$ cat src/rtl/route_pkg.sv
// Shared definitions for the two-port router: ingress word layout and the
// scheduler state encoding.
package route_pkg;
  localparam int WORD_W      = 10;
  localparam int PRIO_BIT    = 9;
  localparam int DEST_BIT    = 8;
  localparam int PAYLOAD_MSB = 7;

  typedef logic [WORD_W-1:0]    word_t;
  typedef logic [PAYLOAD_MSB:0] payload_t;

  typedef enum logic {
    IDLE = 1'b0,
    RUN  = 1'b1
  } state_t;
endpackage

$ cat src/rtl/route_sched_if.sv
// Ingress/egress FIFO-side signals of the scheduler, grouped as one bundle.
interface route_sched_if;
  import route_pkg::*;

  // Handshake: an ingress word is valid while empty_i=0 (first-word
  // fall-through); pop_i is the same-cycle ack. push_d is a one-cycle strobe
  // with no ready; pause_d is only looked at when a grant is made, so the
  // egress FIFO must still absorb the one word already in flight.
  word_t    head0, head1;
  logic     empty0, empty1;
  logic     pause0, pause1;
  logic     pop0, pop1;
  logic     push0, push1;
  payload_t data_out0, data_out1;

  modport master (
    input  head0, head1, empty0, empty1, pause0, pause1,
    output pop0, pop1, push0, push1, data_out0, data_out1
  );

  modport slave (
    output head0, head1, empty0, empty1, pause0, pause1,
    input  pop0, pop1, push0, push1, data_out0, data_out1
  );
endinterface

$ cat src/rtl/route_sched_starve_wdog.sv
// Per-ingress starvation watchdog: counts consecutive RUN cycles in which a
// pending ingress was not granted, saturating at STARVE_MAX.
module starve_wdog #(
  parameter int STARVE_MAX = 64
) (
  input  logic clk,
  input  logic reset,
  input  logic run,
  input  logic pending,
  input  logic granted,
  output logic starved
);
  localparam int CW = $clog2(STARVE_MAX + 1);

  logic [CW-1:0] r_cnt;

  always_ff @(posedge clk) begin
    if (reset) begin
      r_cnt <= '0;
    end else if (granted || !pending) begin
      r_cnt <= '0;
    end else if (run && (r_cnt != CW'(STARVE_MAX))) begin
      r_cnt <= r_cnt + 1'b1;
    end
  end

  assign starved = (r_cnt == CW'(STARVE_MAX));
endmodule

$ cat src/rtl/route_sched.sv
// Ingress scheduler: picks at most one ingress head per cycle (priority, then
// round-robin), pops it, and pushes its payload to the addressed egress.
module route_sched
  import route_pkg::*;
#(
  parameter int STARVE_MAX = 64,
  parameter int CNT_W      = 16
) (
  input  logic              clk,
  input  logic              reset,
  input  logic              enable,
  route_sched_if.master     bus,
  output logic [1:0]        grant,
  output logic              idle,
  output logic              err,
  output logic [1:0]        err_src,
  output logic [CNT_W-1:0]  cnt0,
  output logic [CNT_W-1:0]  cnt1,
  output state_t            o_dbg_state
);
  state_t     r_state, w_next;
  logic       w_run, w_elig0, w_elig1, w_any, w_sel1, w_gnt0, w_gnt1;
  logic       w_dest;
  payload_t   w_payload;
  logic       w_starved0, w_starved1;
  logic       r_rr;
  logic       r_push0, r_push1;
  payload_t   r_data0, r_data1;
  logic [1:0] r_grant, r_err_src;
  logic [CNT_W-1:0] r_cnt0, r_cnt1;

  always_ff @(posedge clk) begin
    if (reset) r_state <= IDLE;
    else       r_state <= w_next;
  end

  always_comb begin
    w_next = r_state;
    case (r_state)
      IDLE:    if (enable)  w_next = RUN;
      RUN:     if (!enable) w_next = IDLE;
      default: w_next = IDLE;
    endcase
  end

  // Pause is looked up through each head's own destination bit.
  always_comb begin
    w_run   = (r_state == RUN);
    w_elig0 = w_run && enable && !bus.empty0 &&
              !(bus.head0[DEST_BIT] ? bus.pause1 : bus.pause0);
    w_elig1 = w_run && enable && !bus.empty1 &&
              !(bus.head1[DEST_BIT] ? bus.pause1 : bus.pause0);
    w_any   = w_elig0 || w_elig1;
    if (w_elig0 && w_elig1) begin
      if (bus.head0[PRIO_BIT] != bus.head1[PRIO_BIT]) w_sel1 = bus.head1[PRIO_BIT];
      else                                            w_sel1 = r_rr;
    end else begin
      w_sel1 = w_elig1;
    end
    w_gnt0    = w_any && !w_sel1;
    w_gnt1    = w_any && w_sel1;
    w_dest    = w_sel1 ? bus.head1[DEST_BIT] : bus.head0[DEST_BIT];
    w_payload = w_sel1 ? bus.head1[PAYLOAD_MSB:0] : bus.head0[PAYLOAD_MSB:0];
  end

  starve_wdog #(.STARVE_MAX(STARVE_MAX)) u_wdog0 (
    .clk(clk), .reset(reset), .run(w_run), .pending(!bus.empty0),
    .granted(w_gnt0), .starved(w_starved0)
  );

  starve_wdog #(.STARVE_MAX(STARVE_MAX)) u_wdog1 (
    .clk(clk), .reset(reset), .run(w_run), .pending(!bus.empty1),
    .granted(w_gnt1), .starved(w_starved1)
  );

  always_ff @(posedge clk) begin
    if (reset) begin
      r_rr      <= 1'b0;
      r_push0   <= 1'b0;
      r_push1   <= 1'b0;
      r_data0   <= '0;
      r_data1   <= '0;
      r_grant   <= 2'b00;
      r_err_src <= 2'b00;
      r_cnt0    <= '0;
      r_cnt1    <= '0;
    end else begin
      r_push0 <= w_any && !w_dest;
      r_push1 <= w_any && w_dest;
      if (w_any) begin
        r_rr    <= !w_sel1;
        r_grant <= {w_sel1, !w_sel1};
        if (w_dest) r_data1 <= w_payload;
        else        r_data0 <= w_payload;
      end
      r_cnt0    <= r_cnt0 + CNT_W'(r_push0);
      r_cnt1    <= r_cnt1 + CNT_W'(r_push1);
      r_err_src <= r_err_src | {w_starved1, w_starved0};
    end
  end

  assign bus.pop0      = w_gnt0;
  assign bus.pop1      = w_gnt1;
  assign bus.push0     = r_push0;
  assign bus.push1     = r_push1;
  assign bus.data_out0 = r_data0;
  assign bus.data_out1 = r_data1;
  assign grant         = r_grant;
  assign idle          = (r_state == IDLE) && !r_push0 && !r_push1;
  assign err           = |r_err_src;
  assign err_src       = r_err_src;
  assign cnt0          = r_cnt0;
  assign cnt1          = r_cnt1;
  assign o_dbg_state   = r_state;
endmodule

$ cat src/flat_wrapper.sv
// flat-port wrapper written by rule: the top's interface ports become plain ports
module route_sched_flat import route_pkg::*;
#(
  parameter int STARVE_MAX = 64,
  parameter int CNT_W      = 16
)
  (clk, reset, enable, grant, idle, err, err_src, cnt0, cnt1, o_dbg_state, bus_head0, bus_head1, bus_empty0, bus_empty1, bus_pause0, bus_pause1, bus_pop0, bus_pop1, bus_push0, bus_push1, bus_data_out0, bus_data_out1);
  route_sched_if bus_i ();
  input  logic clk;
  input  logic reset;
  input  logic enable;
  output logic [1:0] grant;
  output logic idle;
  output logic err;
  output logic [1:0] err_src;
  output logic [CNT_W-1:0] cnt0;
  output logic [CNT_W-1:0] cnt1;
  output state_t o_dbg_state;
  input wire logic [$bits(bus_i.head0)-1:0] bus_head0;
  input wire logic [$bits(bus_i.head1)-1:0] bus_head1;
  input wire logic [$bits(bus_i.empty0)-1:0] bus_empty0;
  input wire logic [$bits(bus_i.empty1)-1:0] bus_empty1;
  input wire logic [$bits(bus_i.pause0)-1:0] bus_pause0;
  input wire logic [$bits(bus_i.pause1)-1:0] bus_pause1;
  output wire logic [$bits(bus_i.pop0)-1:0] bus_pop0;
  output wire logic [$bits(bus_i.pop1)-1:0] bus_pop1;
  output wire logic [$bits(bus_i.push0)-1:0] bus_push0;
  output wire logic [$bits(bus_i.push1)-1:0] bus_push1;
  output wire logic [$bits(bus_i.data_out0)-1:0] bus_data_out0;
  output wire logic [$bits(bus_i.data_out1)-1:0] bus_data_out1;
  assign bus_i.head0 = bus_head0;
  assign bus_i.head1 = bus_head1;
  assign bus_i.empty0 = bus_empty0;
  assign bus_i.empty1 = bus_empty1;
  assign bus_i.pause0 = bus_pause0;
  assign bus_i.pause1 = bus_pause1;
  assign bus_pop0 = bus_i.pop0;
  assign bus_pop1 = bus_i.pop1;
  assign bus_push0 = bus_i.push0;
  assign bus_push1 = bus_i.push1;
  assign bus_data_out0 = bus_i.data_out0;
  assign bus_data_out1 = bus_i.data_out1;
  route_sched #(.STARVE_MAX(STARVE_MAX), .CNT_W(CNT_W)) u_core (.clk(clk), .reset(reset), .enable(enable), .bus(bus_i), .grant(grant), .idle(idle), .err(err), .err_src(err_src), .cnt0(cnt0), .cnt1(cnt1), .o_dbg_state(o_dbg_state));
endmodule
$ cat config.mk
export PLATFORM = sky130hd
export DESIGN_NAME = route_sched_flat
export DESIGN_NICKNAME = d
export VERILOG_FILES = /design/src/rtl/route_pkg.sv /design/src/rtl/route_sched_if.sv /design/src/rtl/route_sched_starve_wdog.sv /design/src/rtl/route_sched.sv /design/src/flat_wrapper.sv
export SDC_FILE = /design/constraint.sdc
export NUM_CORES = 1
export LEC_CHECK = 0
export CAP_MARGIN = 20
export CORE_UTILIZATION = 39
export CTS_CLUSTER_SIZE = 28
export DETAILED_ROUTE_END_ITERATION = 12
export PLACE_DENSITY_LB_ADDON = 0.15
export SYNTH_ARGS = -nofsm -noshare
export SYNTH_HDL_FRONTEND = slang
export SYNTH_HIERARCHICAL = 1
export SYNTH_SLANG_ARGS = --single-unit
$ cat constraint.sdc
create_clock -name clk -period 4.55 [get_ports clk]
set_clock_uncertainty 0.15 [all_clocks]
set_input_delay 0.91 -clock clk [delete_from_list [all_inputs] [get_ports clk]]
set_output_delay 0.91 -clock clk [all_outputs]
set_load 0.005 [all_outputs]
==> results by group <==
Layout
  • P&R area growth vs syn: 34.7%
  • Most common cell after layout, fill and taps aside: clkdlybuf4s50_1
  • Commonest non-fill, non-tap cells in the layout: 84 x clkdlybuf4s50_1, 69 x dfxtp_1, 38 x nor2_1
  • Core Util, Final: 54.4%
  • NumNets Final: 457
  • Fill cells: 717
  • Antenna cells: 0
  • Share of cells above drive strength 1: 8.20%

Floorplan
  • Row cnt: 32
  • Initial core utilization: 40.4%
  • DIE WIDTH: 91.4 µm
  • Die Ht: 91.4 µm
  • Core area: 7730 µm²
  • I/O pin count: 86
  • Die area: 8360 µm²

Critical path
  • Kind of end point of the critical path: primary output
  • Largest delay contributor family on the critical path: buffers and inverters
  • CP Launch Point: bus_head1[8]
  • CP Class: primary input to primary output
  • Crit Path Max Fanout: 10
  • Worst EP required: 3.49 ns
  • Worst path buffer plus inverter count: 3
  • Crit-path cells: clkdlybuf4s50_1, mux2i_1, nand4_2, a21o_2, inv_1, clkdlybuf4s50_1
  • CP max-delay cell: clkdlybuf4s50_1
  • Critical Path AT: 2.93 ns
  • Reg2reg setup slack: 2.09 ns
  • Most frequent CP cell: clkdlybuf4s50_1
  • Type of origin of the critical path: primary input
  • Worst path max stage delay: 0.54 ns
  • Reg-to-reg startpoint: u_core/o_dbg_state

Clock network
  • H-tree depth: 3
  • Worst-skew pair later-pin latency: 0.34 ns
  • Root Driver: clkbuf_8
  • Clock Sinks: 69
  • Hold_buf cts: 0
  • Clk slew on worst S/H paths: 0.07 ns
  • CTS tree: done
  • Setup bufs post-CTS: 0
  • Cts repair resizes: 0
  • CTS buffer count: 9
  • Max clock buf depth: 2

STA
  • Fin. Hold Viols: 0
  • Unrepaired setup endpoints after global routing: false
  • Worst-Margin Slew: 0.567 ns
  • Setup TNS: 0 ns
  • Setup violations, final: 0
  • Slew Viols, Final: 0
  • Max frequency: 251 MHz
  • Fin crit share: 87.7%
  • Fin Hold WS: 0.328 ns
  • Max transition margin: 62.2%
  • Shortest period the worst path allows: 3.99 ns

Synth
  • Synth Net Count: 372
  • EDFF count, synth: 0
  • Distinct cells, synth: 39
  • Syn avg cell area: 9.26 µm²
  • Ys flop type: dfxtp_1
  • Area of the mapped netlist: 3120 µm²
  • Synth Warn #: 6
  • Top-area cell type share of the netlist area: 44.3%
  • Syn Inst Count: 337
  • Largest area contributor in the synthesized netlist: dfxtp_1
  • Largest cells by area after synthesis: dfxtp_1 44%, xor2_1 5.3%, nor2_1 4.6%
  • Asr flop ratio synth: 0%
  • Synthesized flop and latch total: 69
  • Post-synthesis sequential area ratio: 44.3%

Power and ir drop
  • Pleak: 1.53 nW
  • Pwr dens: 269 nW/µm²
  • Combinational share of power: 6.8%
  • Sw Share: 24.7%
  • Sequential share of power: 54.4%
  • Clk network pwr share: 38.8%
  • Sw power: 279 µW
  • Pint: 851 µW
  • Maximum vdd ir drop: 0.140 mV

Min path
  • Hold WC Path Type: register to register
  • Hold_sp: u_core/grant[1]

Drt
  • Post-DR vias/cell: 4.95
  • Routed Antenna Nets: 0
  • Avg WL per Cell: 12.8 µm
  • Routed WL: 6770 µm
  • Total iterations of the first detailed-routing run: 5
  • DRC errors left: 0
  • Starting DRT DRC Count: 44
  • Vias: 2621

Placed design
  • IO Port Bufs: 85
  • Gp weighted congestion: 0.753
  • DPL Wire Length: 4850 µm

Status
  • Status: completed

Global routing
  • Largest net degree at the start of global routing: 32
  • First-pass GRT wire length: 11200 µm
  • Congestion Overflow GR: 0
  • Initial antenna violation count: 0
  • Number of global-route vias before repair: 2404
  • Total Routing Usage GR: 16.8%

Flow run
  • Max-cap viol count: 0
-- routing by layer --
| layer | share of wire [%] | track usage (%) |
|---|---|---|
| met1 | 49 | 22.0 |
| met5 | 0 | 0 |
| met4 | 0.84 | 5.82 |
| met3 | 4.5 | 4.61 |
| met2 | 46 | 26.3 |
-- cells in the mapped netlist (all sizes together) (8+ instances only) --
| cell | count |
|---|---|
| dfxtp | 69 |
| nand3 | 19 |
| xnor2 | 10 |
| mux2i | 14 |
| a21oi | 11 |
| nor2 | 38 |
| nand4 | 8 |
| nor3 | 19 |
| inv | 16 |
| ha | 8 |
| buf | 8 |
| nand2 | 16 |
| a211oi | 18 |
| xor2 | 19 |
| nor2b | 9 |
-- power groups by stage --
stage	registers [mW]	clock network, mW	logic [mW]
floorplan	0.628	0	0.0355
global placement	0.629	0	0.0769
detailed placement	0.629	0	0.0775
CTS	0.615	0.456	0.0779
global route	0.616	0.488	0.0836
finish	0.615	0.438	0.0768
-- path summary, 6_finish.rpt --
kind / end / cells past startpoint
worst max-delay path: bus_pop1 / 6
worst min-delay path: u_core/grant[1] / 2
worst max register to register: u_core/u_wdog1/r_cnt[2] / 5
worst min register to register: u_core/grant[1] / 2
-- per-stage QoR --
step	power [mW]	worst slack [ns]	area, µm²	cells
after global routing	1.19	0.447	4200	529
after floorplan	0.664	1.63	3120	337
final	1.13	0.559	4200	529
after CTS	1.15	0.543	4200	529
after detailed placement	0.707	0.546	4030	513
after global placement	0.706	0.597	4030	513
-- final cells by class --
class / instances / area (µm²) / area share, %
multi-input cells: 238 / 1590 / 37.8
clock inverters: 7 / 51.3 / 1.22
flip-flops and latches: 69 / 1380 / 32.9
repair buffers: 88 / 868 / 20.7
inverters: 16 / 60.1 / 1.43
clock buffers: 9 / 124 / 2.95
well taps: 102 / 128 / 3.04
-- tightest hold or removal path: cells and delay by family, from the launching register on --
family,cells,cell delay (ns)
flip-flops,1,0.32
AND/OR/NAND/NOR,1,0.06
AO/OA/AOI/OAI,1,0.06
-- registers in the layout, summed over array words and instances (netlist names) --
name and cells:
u_core/bus.data_out0 8, u_core/bus.data_out1 8, u_core/bus.push0 1, u_core/bus.push1 1, u_core/cnt0 16, u_core/cnt1 16, u_core/err_src 2, u_core/grant 2
u_core/o_dbg_state 1, u_core/u_wdog0/r_cnt 7, u_core/u_wdog1/r_cnt 7
-- logic make-up (layout without fill, tap and decap cells) --
family | count (synthesis) | after routing | share of synthesized area, %
simple gates | 142 | 142 | 23.9
flops | 69 | 69 | 44.3
compound gates | 44 | 44 | 10.8
mux | 14 | 14 | 4.49
fa+ha+maj | 9 | 9 | 3.57
buf+inv | 30 | 120 | 4.81
xor+xnor | 29 | 29 | 8.14
Note: power is estimated with default switching activity, not from simulation.
